File: config.mk
export PLATFORM = sky130hd
export DESIGN_NAME = param_sync_fifo_flat
export DESIGN_NICKNAME = d
export VERILOG_FILES = /design/src/rtl/param_sync_fifo_pkg.sv /design/src/rtl/param_sync_fifo_if.sv /design/src/rtl/fifo_ptr_ctr.sv /design/src/rtl/param_sync_fifo.sv /design/src/flat_wrapper.sv
export SDC_FILE = /design/constraint.sdc
export NUM_CORES = 1
export LEC_CHECK = 0
export CELL_PAD_IN_SITES_DETAIL_PLACEMENT = 0
export CELL_PAD_IN_SITES_GLOBAL_PLACEMENT = 1
export CORE_ASPECT_RATIO = 0.5
export CORE_UTILIZATION = 45
export DETAILED_ROUTE_END_ITERATION = 16
export GPL_ROUTABILITY_DRIVEN = 0
export PLACE_DENSITY_LB_ADDON = 0.1
export SLEW_MARGIN = 20
export SYNTH_ARGS = -nofsm -noshare
export SYNTH_HDL_FRONTEND = slang
export SYNTH_SLANG_ARGS = --single-unit
File: constraint.sdc
create_clock -name clk -period 2.5 [get_ports clk]
set_input_delay 0.625 -clock clk [delete_from_list [all_inputs] [get_ports clk]]
set_output_delay 0.625 -clock clk [all_outputs]
set_load 0.02 [all_outputs]
File: src/rtl/param_sync_fifo_pkg.sv
// fifo_pkg: shared defaults and status bundle for param_sync_fifo.
package fifo_pkg;
    localparam int DEF_DATA_WIDTH = 8;
    localparam int DEF_DEPTH      = 8;
    localparam int DEF_AE_LEVEL   = 1;

    typedef struct packed {
        logic full;
        logic empty;
        logic almost_full;
        logic almost_empty;
        logic overflow;
        logic underflow;
    } fifo_status_t;
endpackage

File: src/rtl/param_sync_fifo_if.sv
// param_sync_fifo_if: write/read handshake and status bundle of param_sync_fifo.
interface param_sync_fifo_if
    import fifo_pkg::*;
#(
    parameter int DATA_WIDTH = DEF_DATA_WIDTH,
    parameter int DEPTH      = DEF_DEPTH
);
    localparam int CW = $clog2(DEPTH + 1);
    logic                  w_en;
    logic                  r_en;
    logic [DATA_WIDTH-1:0] data_in;
    logic [DATA_WIDTH-1:0] data_out;
    logic                  full;
    logic                  empty;
    logic                  almost_full;
    logic                  almost_empty;
    logic [CW-1:0]         count;
    logic                  overflow;
    logic                  underflow;

    modport master (
        output w_en, r_en, data_in,
        input  data_out, full, empty, almost_full, almost_empty, count, overflow, underflow
    );
    modport slave (
        input  w_en, r_en, data_in,
        output data_out, full, empty, almost_full, almost_empty, count, overflow, underflow
    );
endinterface

File: src/rtl/fifo_ptr_ctr.sv
// fifo_ptr_ctr: modulo-DEPTH wrapping pointer with increment enable.
module fifo_ptr_ctr #(
    parameter int DEPTH = 8
) (
    input  logic                     clk,
    input  logic                     rst_n,
    input  logic                     inc_i,
    output logic [$clog2(DEPTH)-1:0] ptr_o
);
    localparam int PW = $clog2(DEPTH);
    logic [PW-1:0] ptr_q, ptr_d;

    always_comb ptr_d = !inc_i ? ptr_q : (ptr_q == PW'(DEPTH - 1)) ? '0 : ptr_q + PW'(1);

    always_ff @(posedge clk or negedge rst_n)
        if (!rst_n) ptr_q <= '0;
        else        ptr_q <= ptr_d;

    assign ptr_o = ptr_q;
endmodule

File: src/rtl/param_sync_fifo.sv
// param_sync_fifo: synchronous FIFO with any DEPTH >= 2 and almost/over/underflow flags.
// Define PARAM_SYNC_FIFO_FWFT_EN for first-word-fall-through output; default is 1-cycle registered read.
module param_sync_fifo
    import fifo_pkg::*;
#(
    parameter int DATA_WIDTH = DEF_DATA_WIDTH,
    parameter int DEPTH      = DEF_DEPTH,
    parameter int AF_LEVEL   = DEPTH - 1,
    parameter int AE_LEVEL   = DEF_AE_LEVEL
) (
    input logic               clk,
    input logic               rst_n,
    param_sync_fifo_if.slave  bus
);
    localparam int PW = $clog2(DEPTH);
    localparam int CW = $clog2(DEPTH + 1);

    logic [DATA_WIDTH-1:0] mem_q [DEPTH];
    logic [PW-1:0]         wptr, rptr;
    logic [CW-1:0]         count_q, count_d;
    logic                  ovf_q, ovf_d, unf_q, unf_d;
    logic                  wr_acc, rd_acc;
    fifo_status_t          st;

    // Flags are pure functions of the registered count, so they settle right after each edge.
    assign st.full         = count_q == CW'(DEPTH);
    assign st.empty        = count_q == '0;
    assign st.almost_full  = count_q >= CW'(AF_LEVEL);
    assign st.almost_empty = count_q <= CW'(AE_LEVEL);
    assign st.overflow     = ovf_q;
    assign st.underflow    = unf_q;

    assign wr_acc = bus.w_en && (!st.full || bus.r_en);
    assign rd_acc = bus.r_en && !st.empty;

    always_comb begin
        count_d = (wr_acc && !rd_acc) ? count_q + CW'(1) :
                  (rd_acc && !wr_acc) ? count_q - CW'(1) : count_q;
        ovf_d   = bus.w_en && st.full && !bus.r_en;
        unf_d   = bus.r_en && st.empty;
    end

    fifo_ptr_ctr #(.DEPTH(DEPTH)) u_wptr (.clk(clk), .rst_n(rst_n), .inc_i(wr_acc), .ptr_o(wptr));
    fifo_ptr_ctr #(.DEPTH(DEPTH)) u_rptr (.clk(clk), .rst_n(rst_n), .inc_i(rd_acc), .ptr_o(rptr));

    // Storage is intentionally not reset; count guards every read of it.
    always_ff @(posedge clk)
        if (wr_acc) mem_q[wptr] <= bus.data_in;

    always_ff @(posedge clk or negedge rst_n)
        if (!rst_n) begin
            count_q <= '0;
            ovf_q   <= 1'b0;
            unf_q   <= 1'b0;
        end else begin
            count_q <= count_d;
            ovf_q   <= ovf_d;
            unf_q   <= unf_d;
        end

`ifdef PARAM_SYNC_FIFO_FWFT_EN
    assign bus.data_out = st.empty ? '0 : mem_q[rptr];
`else
    logic [DATA_WIDTH-1:0] dout_q, dout_d;

    always_comb dout_d = rd_acc ? mem_q[rptr] : dout_q;

    always_ff @(posedge clk or negedge rst_n)
        if (!rst_n) dout_q <= '0;
        else        dout_q <= dout_d;

    assign bus.data_out = dout_q;
`endif

    assign bus.full         = st.full;
    assign bus.empty        = st.empty;
    assign bus.almost_full  = st.almost_full;
    assign bus.almost_empty = st.almost_empty;
    assign bus.overflow     = st.overflow;
    assign bus.underflow    = st.underflow;
    assign bus.count        = count_q;
endmodule

File: src/flat_wrapper.sv
// flat-port wrapper written by rule: the top's interface ports become plain ports
module param_sync_fifo_flat import fifo_pkg::*;
#(
    parameter int DATA_WIDTH = DEF_DATA_WIDTH,
    parameter int DEPTH      = DEF_DEPTH,
    parameter int AF_LEVEL   = DEPTH - 1,
    parameter int AE_LEVEL   = DEF_AE_LEVEL
)
  (clk, rst_n, bus_w_en, bus_r_en, bus_data_in, bus_data_out, bus_full, bus_empty, bus_almost_full, bus_almost_empty, bus_count, bus_overflow, bus_underflow);
  param_sync_fifo_if #(.DATA_WIDTH(DATA_WIDTH), .DEPTH(DEPTH)) bus_i ();
  input logic clk;
  input logic rst_n;
  input wire logic [$bits(bus_i.w_en)-1:0] bus_w_en;
  input wire logic [$bits(bus_i.r_en)-1:0] bus_r_en;
  input wire logic [$bits(bus_i.data_in)-1:0] bus_data_in;
  output wire logic [$bits(bus_i.data_out)-1:0] bus_data_out;
  output wire logic [$bits(bus_i.full)-1:0] bus_full;
  output wire logic [$bits(bus_i.empty)-1:0] bus_empty;
  output wire logic [$bits(bus_i.almost_full)-1:0] bus_almost_full;
  output wire logic [$bits(bus_i.almost_empty)-1:0] bus_almost_empty;
  output wire logic [$bits(bus_i.count)-1:0] bus_count;
  output wire logic [$bits(bus_i.overflow)-1:0] bus_overflow;
  output wire logic [$bits(bus_i.underflow)-1:0] bus_underflow;
  assign bus_i.w_en = bus_w_en;
  assign bus_i.r_en = bus_r_en;
  assign bus_i.data_in = bus_data_in;
  assign bus_data_out = bus_i.data_out;
  assign bus_full = bus_i.full;
  assign bus_empty = bus_i.empty;
  assign bus_almost_full = bus_i.almost_full;
  assign bus_almost_empty = bus_i.almost_empty;
  assign bus_count = bus_i.count;
  assign bus_overflow = bus_i.overflow;
  assign bus_underflow = bus_i.underflow;
  param_sync_fifo #(.DATA_WIDTH(DATA_WIDTH), .DEPTH(DEPTH), .AF_LEVEL(AF_LEVEL), .AE_LEVEL(AE_LEVEL)) u_core (.clk(clk), .rst_n(rst_n), .bus(bus_i));
endmodule
# ---- After elaboration in Yosys (flattened, before gate mapping)
# Memories as Yosys holds them, arrays and structs flattened. A register that Yosys moved wholly into a read port is not among the register bits.
# Index checks and enable logic that the tools add are counted.
dict set report classes {
  shifts 0
  div_mod_pow 0
  magnitude_cmp 2
  n_bitwise 0
  mul 0
  n_addsub 4
  eq_ne 3
  n_mux 6
  reduce_logical 16
}
# op count
set op_table {}
lappend op_table {{4-bit two-way mux} 2}
lappend op_table {{1-bit logical AND} 7}
lappend op_table {{3-bit by 1-bit adder with 3-bit output, second input constant} 2}
lappend op_table {{3-bit == test, second input constant} 2}
lappend op_table {{1-bit zero test} 6}
lappend op_table {{3-bit two-way mux} 2}
lappend op_table {{4-bit by 1-bit adder with 4-bit output, second input constant} 1}
lappend op_table {{4-bit == test, second input constant} 1}
lappend op_table {{4-bit by 3-bit >= comparator with 1-bit output, second input constant} 1}
lappend op_table {{4-bit by 1-bit less-or-equal comparator with 1-bit output, second input constant} 1}
lappend op_table {{4-bit zero test} 1}
lappend op_table {{4-bit by 1-bit subtractor with 4-bit output, second input constant} 1}
lappend op_table {{1-bit two-way mux} 2}
lappend op_table {{2-bit nonzero test} 1}
lappend op_table {{1-bit logical OR} 1}
dict set report word_totals {
  ramBits 64
  elab_cells 37
  reg_bits 12
  romBits 0
  in_bits 12
  latch_bits 0
  n_memories 1
}
# name words width rd rd_clocked_by_memory_dff write_ports line
set mem_list {}
lappend mem_list {u_core.mem_q 8 8 1 1 1 param_sync_fifo.sv:18} ;# logic [DATA_WIDTH-1:0] mem_q [DEPTH];

# ---- Longest topological paths before layout
# Gate-level depths: netlist of run 1.
dict set report depth {
  ltp_word 8
  mapped_depth 9
  ltp_nobuf 9
}

# ---- By module
# Synthesis of run 1 repeated with hierarchy kept, for this count alone.
dict set report hier_totals {
  cells_unflattened 219
  hier_area_um2 3475.8
}
# mod instances cells_per_inst area_each_um2
set by_module_without_submodules {}
lappend by_module_without_submodules {param_sync_fifo 1 197 3190.6}
lappend by_module_without_submodules {fifo_ptr_ctr 2 11 142.6}

# ---- Least setup slack after synthesis of run 1
# No wires, ideal clock.
dict set report synth_timing {
  kind {register -> register}
  start {register u_core.count_q[0] (netlist: u_core.bus.count[0])}
  end {register u_core.count_q[3] (netlist: u_core.bus.count[3])}
  arrival_time_ns 2.374
  path_slack_ns 0.045
  stages_incl_launch_ff 10
  cell_sequence {dfrtp_1 -> inv_1 -> ha_1 -> nor3b_1 -> nand2b_1 -> buf_2 -> ha_1 -> or4_1 -> a21oi_2 -> xor2_1}
}
dict set report synth_via {
  elab_chain_cells 7
}
# item line
set synth_rtl {}
lappend synth_rtl {{from (decl)} param_sync_fifo.sv:20} ;# logic [CW-1:0] count_q, count_d;
lappend synth_rtl {{from (signal assigned)} param_sync_fifo.sv:56} ;# count_q <= count_d;
lappend synth_rtl {{branches (longest 7 deep; another with 4-bit by 1-bit subtractor with 4-bit output)} n/a}
# Several ways; the timed one is not identified. The select of a mux whose other input is x is not followed.
# A chain may end at the register's enable or synchronous reset.

# ---- Worst setup path after layout of run 1
dict set report layout_timing {
  start {register u_core.count_q[0] (netlist: u_core.bus.count[0])}
  end {output port bus_almost_full}
}
dict set report layout_via {
  elab_chain_cells 1
}
# item line
set layout_rtl {}
lappend layout_rtl {{4-bit by 3-bit >= comparator with 1-bit output} param_sync_fifo.sv:28} ;# assign st.almost_full = count_q >= CW'(AF_LEVEL);
lappend layout_rtl {{to (decl)} flat_wrapper.sv:19} ;# output wire logic [$bits(bus_i.almost_full)-1:0] bus_almost_full;
# No other way between the ends.

==> results.cfg, run 1 <==
[synth]
syn_area_mm2 = 0.003471
synth_warnings = 0
syn_nets = 238
yosysSeqAreaShare_pct = 69.79
ys_ff_latch = 84
avgSynthCellArea_um2 = 15.99
synth_cell_types = 33
synthCells = 217

[floorplanning]
die_w_um = 126.2
num_rows = 22
core-area_mm2 = 0.007405
initial_core_util_pct = 46.87
ios = 30
dieArea_mm2 = 0.008089
chipHeight_um = 64.10

[setup_path]
cp_max_fo = 6
rr_endpoint = u_core.bus.count[3]$_DFFE_PN0P_
worstSetupPathType = reg2out
cp-end-kind = output pin
r2r_start = u_core.bus.count[1]$_DFFE_PN0P_
r2r_cells = 9
ff2ff_setup_slack_ns = 0.40
startpoint_type = register
crit_required_ns = 1.88
worstPathArrival_ns = 1.79

[finish]
syn_to_final_growth_pct = 23.22
drive_gt1_share_pct = 21.61
diodes = 0
final_util_pct = 57.76
final_nets = 289
fillers = 592

[outcome]
outcome = completed

[timing]
relSlewSlack_pct = 45.85
slew_viol_final = 0
finClkSkew_ns = 0.01044
final-setup-viol-count = 0
finalCritPeriodShare_pct = 96.62
whs_ns = 0.5230
fin_crit_ns = 2.416
rsz0062_at_grt = false
setup-tns-final_ns = 0
finalHoldViolCount = 0
fin_ws_ns = 0.08442
fmax_mhz = 414.0
tightestPinTransition_ns = 0.8106

[hold_path]
min_from = u_core.bus.data_out[0]$_DFFE_PN0P_
min_to = u_core.bus.data_out[0]$_DFFE_PN0P_
hold_path.class = reg2reg
hold_depth = 2

[clock_tree]
clock-root-buffer = clkbuf_16
cts_tree = built
hold_buffers = 0
clk_latency_ns = 0.34
cts_sinks = 84
cts_buffers = 9
clkSlewWorstSetupHoldPaths_ns = 0.06
h-tree-depth = 3
cts.path.max_buffers = 2

[power]
seqPwrFrac_pct = 39.2
pwr-share-comb_pct = 37.2
p_switching_mw = 1.708
internal_power_mw = 3.389
leakagePower_nw = 1.640
ir_drop_mv = 0.5220
switching_share_pct = 33.51
clockPowerShare_pct = 23.6
p_per_area_mw_per_mm2 = 1192

[grt]
grt_max_degree = 36
grt_pass1_vias = 2078
grtUsageTotal_pct = 20.56
grt_pass1_wl_um = 11670
antenna_found_initial = 0
grt-ovfl-total = 0

[place]
hpwl_um = 4659
pre_cts_ws_ns = 0.04820
port_buffers = 29

[flow_run]
drv_cap = 0

[drt]
drtIter0Drc = 122
drt-total-wl_um = 7319
drcViolationCount = 0
via_per_inst = 5.477
antenna_left = 0
vias = 2021
drt-wirelength-per-cell_um = 19.83
drt_first_pass_iters = 4
-- Yosys cell counts --
| cell | number | share of area (%) |
|---|---|---|
| edfxtp_1 | 64 | 55 |
| mux2_2 | 21 | 6.8 |
| dfrtp_1 | 20 | 14 |
| mux2i_1 | 17 | 4.9 |
| o21ai_0 | 11 | 1.6 |
| ha_1 | 9 | 3.2 |
| a22o_1 | 8 | 2.0 |
| nor2_1 | 8 | 0.87 |
| o22ai_1 | 8 | 1.4 |
| o31ai_1 | 8 | 1.7 |
| inv_1 | 5 | 0.54 |
| nand2b_1 | 5 | 0.90 |
| nor3_1 | 5 | 0.72 |
| buf_4 | 3 | 0.65 |
| nand2_1 | 3 | 0.32 |
| xor2_1 | 3 | 0.76 |
| clkbuf_1 | 2 | 0.22 |
| nor2b_1 | 2 | 0.36 |
| a21o_1 | 1 | 0.22 |
| a21oi_2 | 1 | 0.25 |
| and2_1 | 1 | 0.18 |
| and3_1 | 1 | 0.18 |
| buf_1 | 1 | 0.11 |
| buf_2 | 1 | 0.14 |
| buf_6 | 1 | 0.32 |
| nand3b_1 | 1 | 0.22 |
| nand4_1 | 1 | 0.18 |
| nor3b_1 | 1 | 0.22 |
| nor4_1 | 1 | 0.18 |
| o211ai_1 | 1 | 0.22 |
| o21ai_2 | 1 | 0.25 |
| or4_1 | 1 | 0.22 |
| xnor2_1 | 1 | 0.25 |
-- logic make-up (layout without fill, tap and decap cells) --
group / Yosys count / count (layout) / synth area share (%)
DFF: 84 / 84 / 69.79
AOI/OAI and AO/OA: 39 / 39 / 7.715
muxes: 38 / 38 / 11.72
and+or+nand+nor: 30 / 30 / 4.543
buffers and inverters: 13 / 69 / 1.983
adders and majority gates: 9 / 9 / 3.244
xor gates and xnor gates: 4 / 4 / 1.010
-- layout by cell type (no fill, tap or decap), types with 3 or more instances in the layout --
master           count
dfrtp_1             20
o31ai_1              8
buf_4               18
edfxtp_1            64
o21ai_0             11
nor2_1               8
o22ai_1              8
inv_1                5
xor2_1               3
mux2i_1             17
nor3_1               5
clkdlybuf4s50_1     26
a22o_1               8
clkbuf_16            9
mux2_2              21
nand2b_1             5
nand2_1              3
ha_1                 9
-- worst max-delay path by stage --
| stage | from | end | slack (ns) | cells past startpoint |
|---|---|---|---|---|
| 3_5_place_dp | bus_r_en | u_core.bus.count[3]$_DFFE_PN0P_ | 0.05 | 7 |
| 2_1_floorplan | u_core.bus.count[0]$_DFFE_PN0P_ | u_core.bus.count[3]$_DFFE_PN0P_ | 0.05 | 9 |
| 4_1_cts | u_core.bus.count[2]$_DFFE_PN0P_ | bus_full | 0.03 | 4 |
| 5_1_grt | u_core.bus.count[0]$_DFFE_PN0P_ | bus_almost_full | 0.01 | 4 |
| 6_report | u_core.bus.count[0]$_DFFE_PN0P_ | bus_almost_full | 0.08 | 4 |
| 3_3_place_gp | bus_r_en | u_core.bus.count[3]$_DFFE_PN0P_ | 0.1 | 7 |
-- sequential cells by signal, summed over array words and instances (netlist names) --
register              flops
u_core.u_wptr.ptr_o       3
u_core.bus.count          4
u_core.bus.data_out       8
u_core.bus.underflow      1
u_core.mem_q             64
u_core.bus.overflow       1
u_core.u_rptr.ptr_o       3
-- timing repair --
item / 4_1_cts / 5_1_grt
buffers inserted: 0 / 0
hold endpoints to repair: 0 / 0
gates resized for setup: 2 / 2
setup endpoints to repair: 1 / 2
cloned: 0 / 0
-- metal layers --
metal | up-vias | part of all wire, % | GRT usage (%)
met1 | 1027 | 45 | 27.13
met3 | 5 | 6.1 | 6.616
met4 | 0 | 0.83 | 6.325
li1 | 939 | - | -
met2 | 50 | 48 | 32.67
met5 | - | 0 | 0
-- through the flow --
step	total power [mW]	std cells	instance area [um^2]
6_report	5.097	369	4277
5_1_grt	5.394	369	4277
4_1_cts	5.168	369	4272
3_5_place_dp	3.941	353	3993
3_3_place_gp	3.887	353	3993
2_1_floorplan	3.188	217	3471
-- final cells by class --
| class | count | area (um^2) | area share, % |
|---|---|---|---|
| tap | 96 | 120.1 | 2.809 |
| multi-input combinational | 120 | 991.0 | 23.17 |
| inverter | 5 | 18.77 | 0.4389 |
| clock inverter | 7 | 50.05 | 1.170 |
| timing repair buffer | 48 | 449.2 | 10.50 |
| clock buffer | 9 | 225.2 | 5.266 |
| sequential | 84 | 2422 | 56.64 |
-- power by group through the flow --
stage          registers [mW]  logic (mW)  clock network (mW)
3_5_place_dp             2.03        1.92                   0
2_1_floorplan            2.14        1.05                   0
5_1_grt                  2.03        2.07                1.30
6_report                 2.00        1.90                1.20
3_3_place_gp             2.01        1.88                   0
4_1_cts                  2.00        1.93                1.24
-- critical path, cell delays in order, from the launching register on --
cell and delay (ns):
dfrtp_1 0.38, buf_4 0.16, ha_1 0.22, a21o_1 0.18
clkdlybuf4s50_1 0.52
Power figures use the tool's default switching activity.
==> run 2: changes to the inputs <==
- CORE_UTILIZATION: 45 -> 40
- SKIP_CTS_REPAIR_TIMING: unset -> 1
==> run 2 against run 1 <==
Net effect: clock skew down 0.0051 ns; hold slack better by 0.0017 ns; worst setup slack improved by 0.022 ns; routed wire length decreased by 0.82%; register-to-register slack got worse by 0.03 ns; non-clock buffer count down 1; global-route usage shrank 1.8 points; final cell count is 4.1% higher; fmax is 0.94% higher; first-iteration DRC count decreased by 11%; sequential power grew 3%; critical path type unchanged.
==> results.cfg, run 2 (synthesized netlist as in run 1, its figures left out) <==
[finish]
largest_reg_flops = 64
regMostFlops = u_core.mem_q
final_common_cell = edfxtp_1
final_cell_mix = edfxtp_1, clkdlybuf4s50_1, mux2_2
fillers = 679
syn_to_final_growth_pct = 23.43
multiInputGateArea_um2 = 991.0
final_nets = 288
drive_gt1_share_pct = 19.85
diodes = 0
regArea_mm2 = 0.002422

[clock_tree]
clkSlewWorstSetupHoldPaths_ns = 0.06
clock-root-buffer = clkbuf_16
clk_latency_ns = 0.33
cts.path.max_buffers = 2
cts_buffers = 9
cts_sinks = 84
h-tree-depth = 3
cts_tree = built

[drt]
drt_first_pass_iters = 4
drt-total-wl_um = 7259
drtIter0Drc = 108
drt-wirelength-per-cell_um = 18.90
antenna_left = 0
drcViolationCount = 0
via_per_inst = 5.151
vias = 1978

[floorplanning]
initial_core_util_pct = 42.32
chipHeight_um = 67.87
die_w_um = 133.7
ios = 30
dieArea_mm2 = 0.009077
core-area_mm2 = 0.008202
num_rows = 23

[grt]
antenna_found_initial = 0
grt_max_degree = 21
grt_pass1_wl_um = 11600
grt-ovfl-total = 0
grt_pass1_vias = 2017
grtUsageTotal_pct = 18.75

[setup_path]
crit_required_ns = 1.88
worstPathArrival_ns = 1.77
startpoint_type = register
path_cells = buf_4, ha_1, a21o_1, clkdlybuf4s50_1
crit_slowest_cell = clkdlybuf4s50_1
worstSetupPathType = reg2out
cpPeakStageDelay_ns = 0.53
cp-end-kind = output pin
cp_max_fo = 6

[power]
leakagePower_nw = 1.647
ir_drop_mv = 0.4957
p_per_area_mw_per_mm2 = 1191

[timing]
finalCritPeriodShare_pct = 95.73
whs_ns = 0.5247
relSlewSlack_pct = 39.20
fmax_mhz = 417.9
finalHoldViolCount = 0
final-setup-viol-count = 0
finClkSkew_ns = 0.005380
setup-tns-final_ns = 0
tightestPinTransition_ns = 0.9101
rsz0062_at_grt = false
fin_ws_ns = 0.1068
slew_viol_final = 0
fin_crit_ns = 2.393

[place]
pre_cts_ws_ns = 0.009145
port_buffers = 29
hpwl_um = 4755

[outcome]
outcome = completed

[flow_run]
drv_cap = 0

[hold_path]
hold_path.class = reg2reg
-- run 2: routing by layer --
metal  GRT usage [%]  vias up  routed length, um
met5               0        -                  0
met4           6.818        0                 72
met3           5.704       10                382
met2           29.02       53               3261
met1           25.31      972               3543
li1                -      943                  -
-- run 2: power breakdown --
part	switching (mW)	internal, mW
combinational	0.942	0.855
sequential	0.220	1.83
clock	0.488	0.774
-- run 2: area by class of cell --
class	count	share of cell area (%)
inverters	5	0.4381
multi-input cells	120	23.13
clock buffers	14	5.695
well taps	112	3.271
flip-flops and latches	84	56.54
repair buffers	47	10.11
clock inverters	2	0.8178
-- run 2: path summary, 6_finish.rpt --
path | startpoint | end | slack, ns | cells after the start
min | u_core.bus.data_out[6]$_DFFE_PN0P_ | u_core.bus.data_out[6]$_DFFE_PN0P_ | 0.52 | 2
max in group asynchronous | rst_n | u_core.bus.data_out[5]$_DFFE_PN0P_ | 1.61 | 2
min in group asynchronous | rst_n | u_core.bus.count[1]$_DFFE_PN0P_ | 0.65 | 2
max reg2reg | u_core.bus.count[1]$_DFFE_PN0P_ | u_core.bus.count[3]$_DFFE_PN0P_ | 0.37 | 9
max | u_core.bus.count[0]$_DFFE_PN0P_ | bus_almost_full | 0.11 | 4
min reg2reg | u_core.bus.data_out[6]$_DFFE_PN0P_ | u_core.bus.data_out[6]$_DFFE_PN0P_ | 0.52 | 2
-- run 2: per-stage QoR --
step | power, mW | cell area [um^2] | cells | utilization [%]
after floorplan | 3.188 | 3471 | 217 | -
after global placement | 3.862 | 3993 | 368 | 48.68
after detailed placement | 3.893 | 3993 | 368 | 48.68
after CTS | 5.165 | 4272 | 384 | 52.08
after global routing | 5.431 | 4284 | 384 | 52.23
final | 5.104 | 4284 | 384 | 52.23
-- run 2: worst max-delay path, delay by kind of cell (launching register included) --
family          cells  cell delay [ns]
flops               1             0.37
fa+ha+maj           1             0.20
compound gates      1             0.17
buf+inv             2             0.69
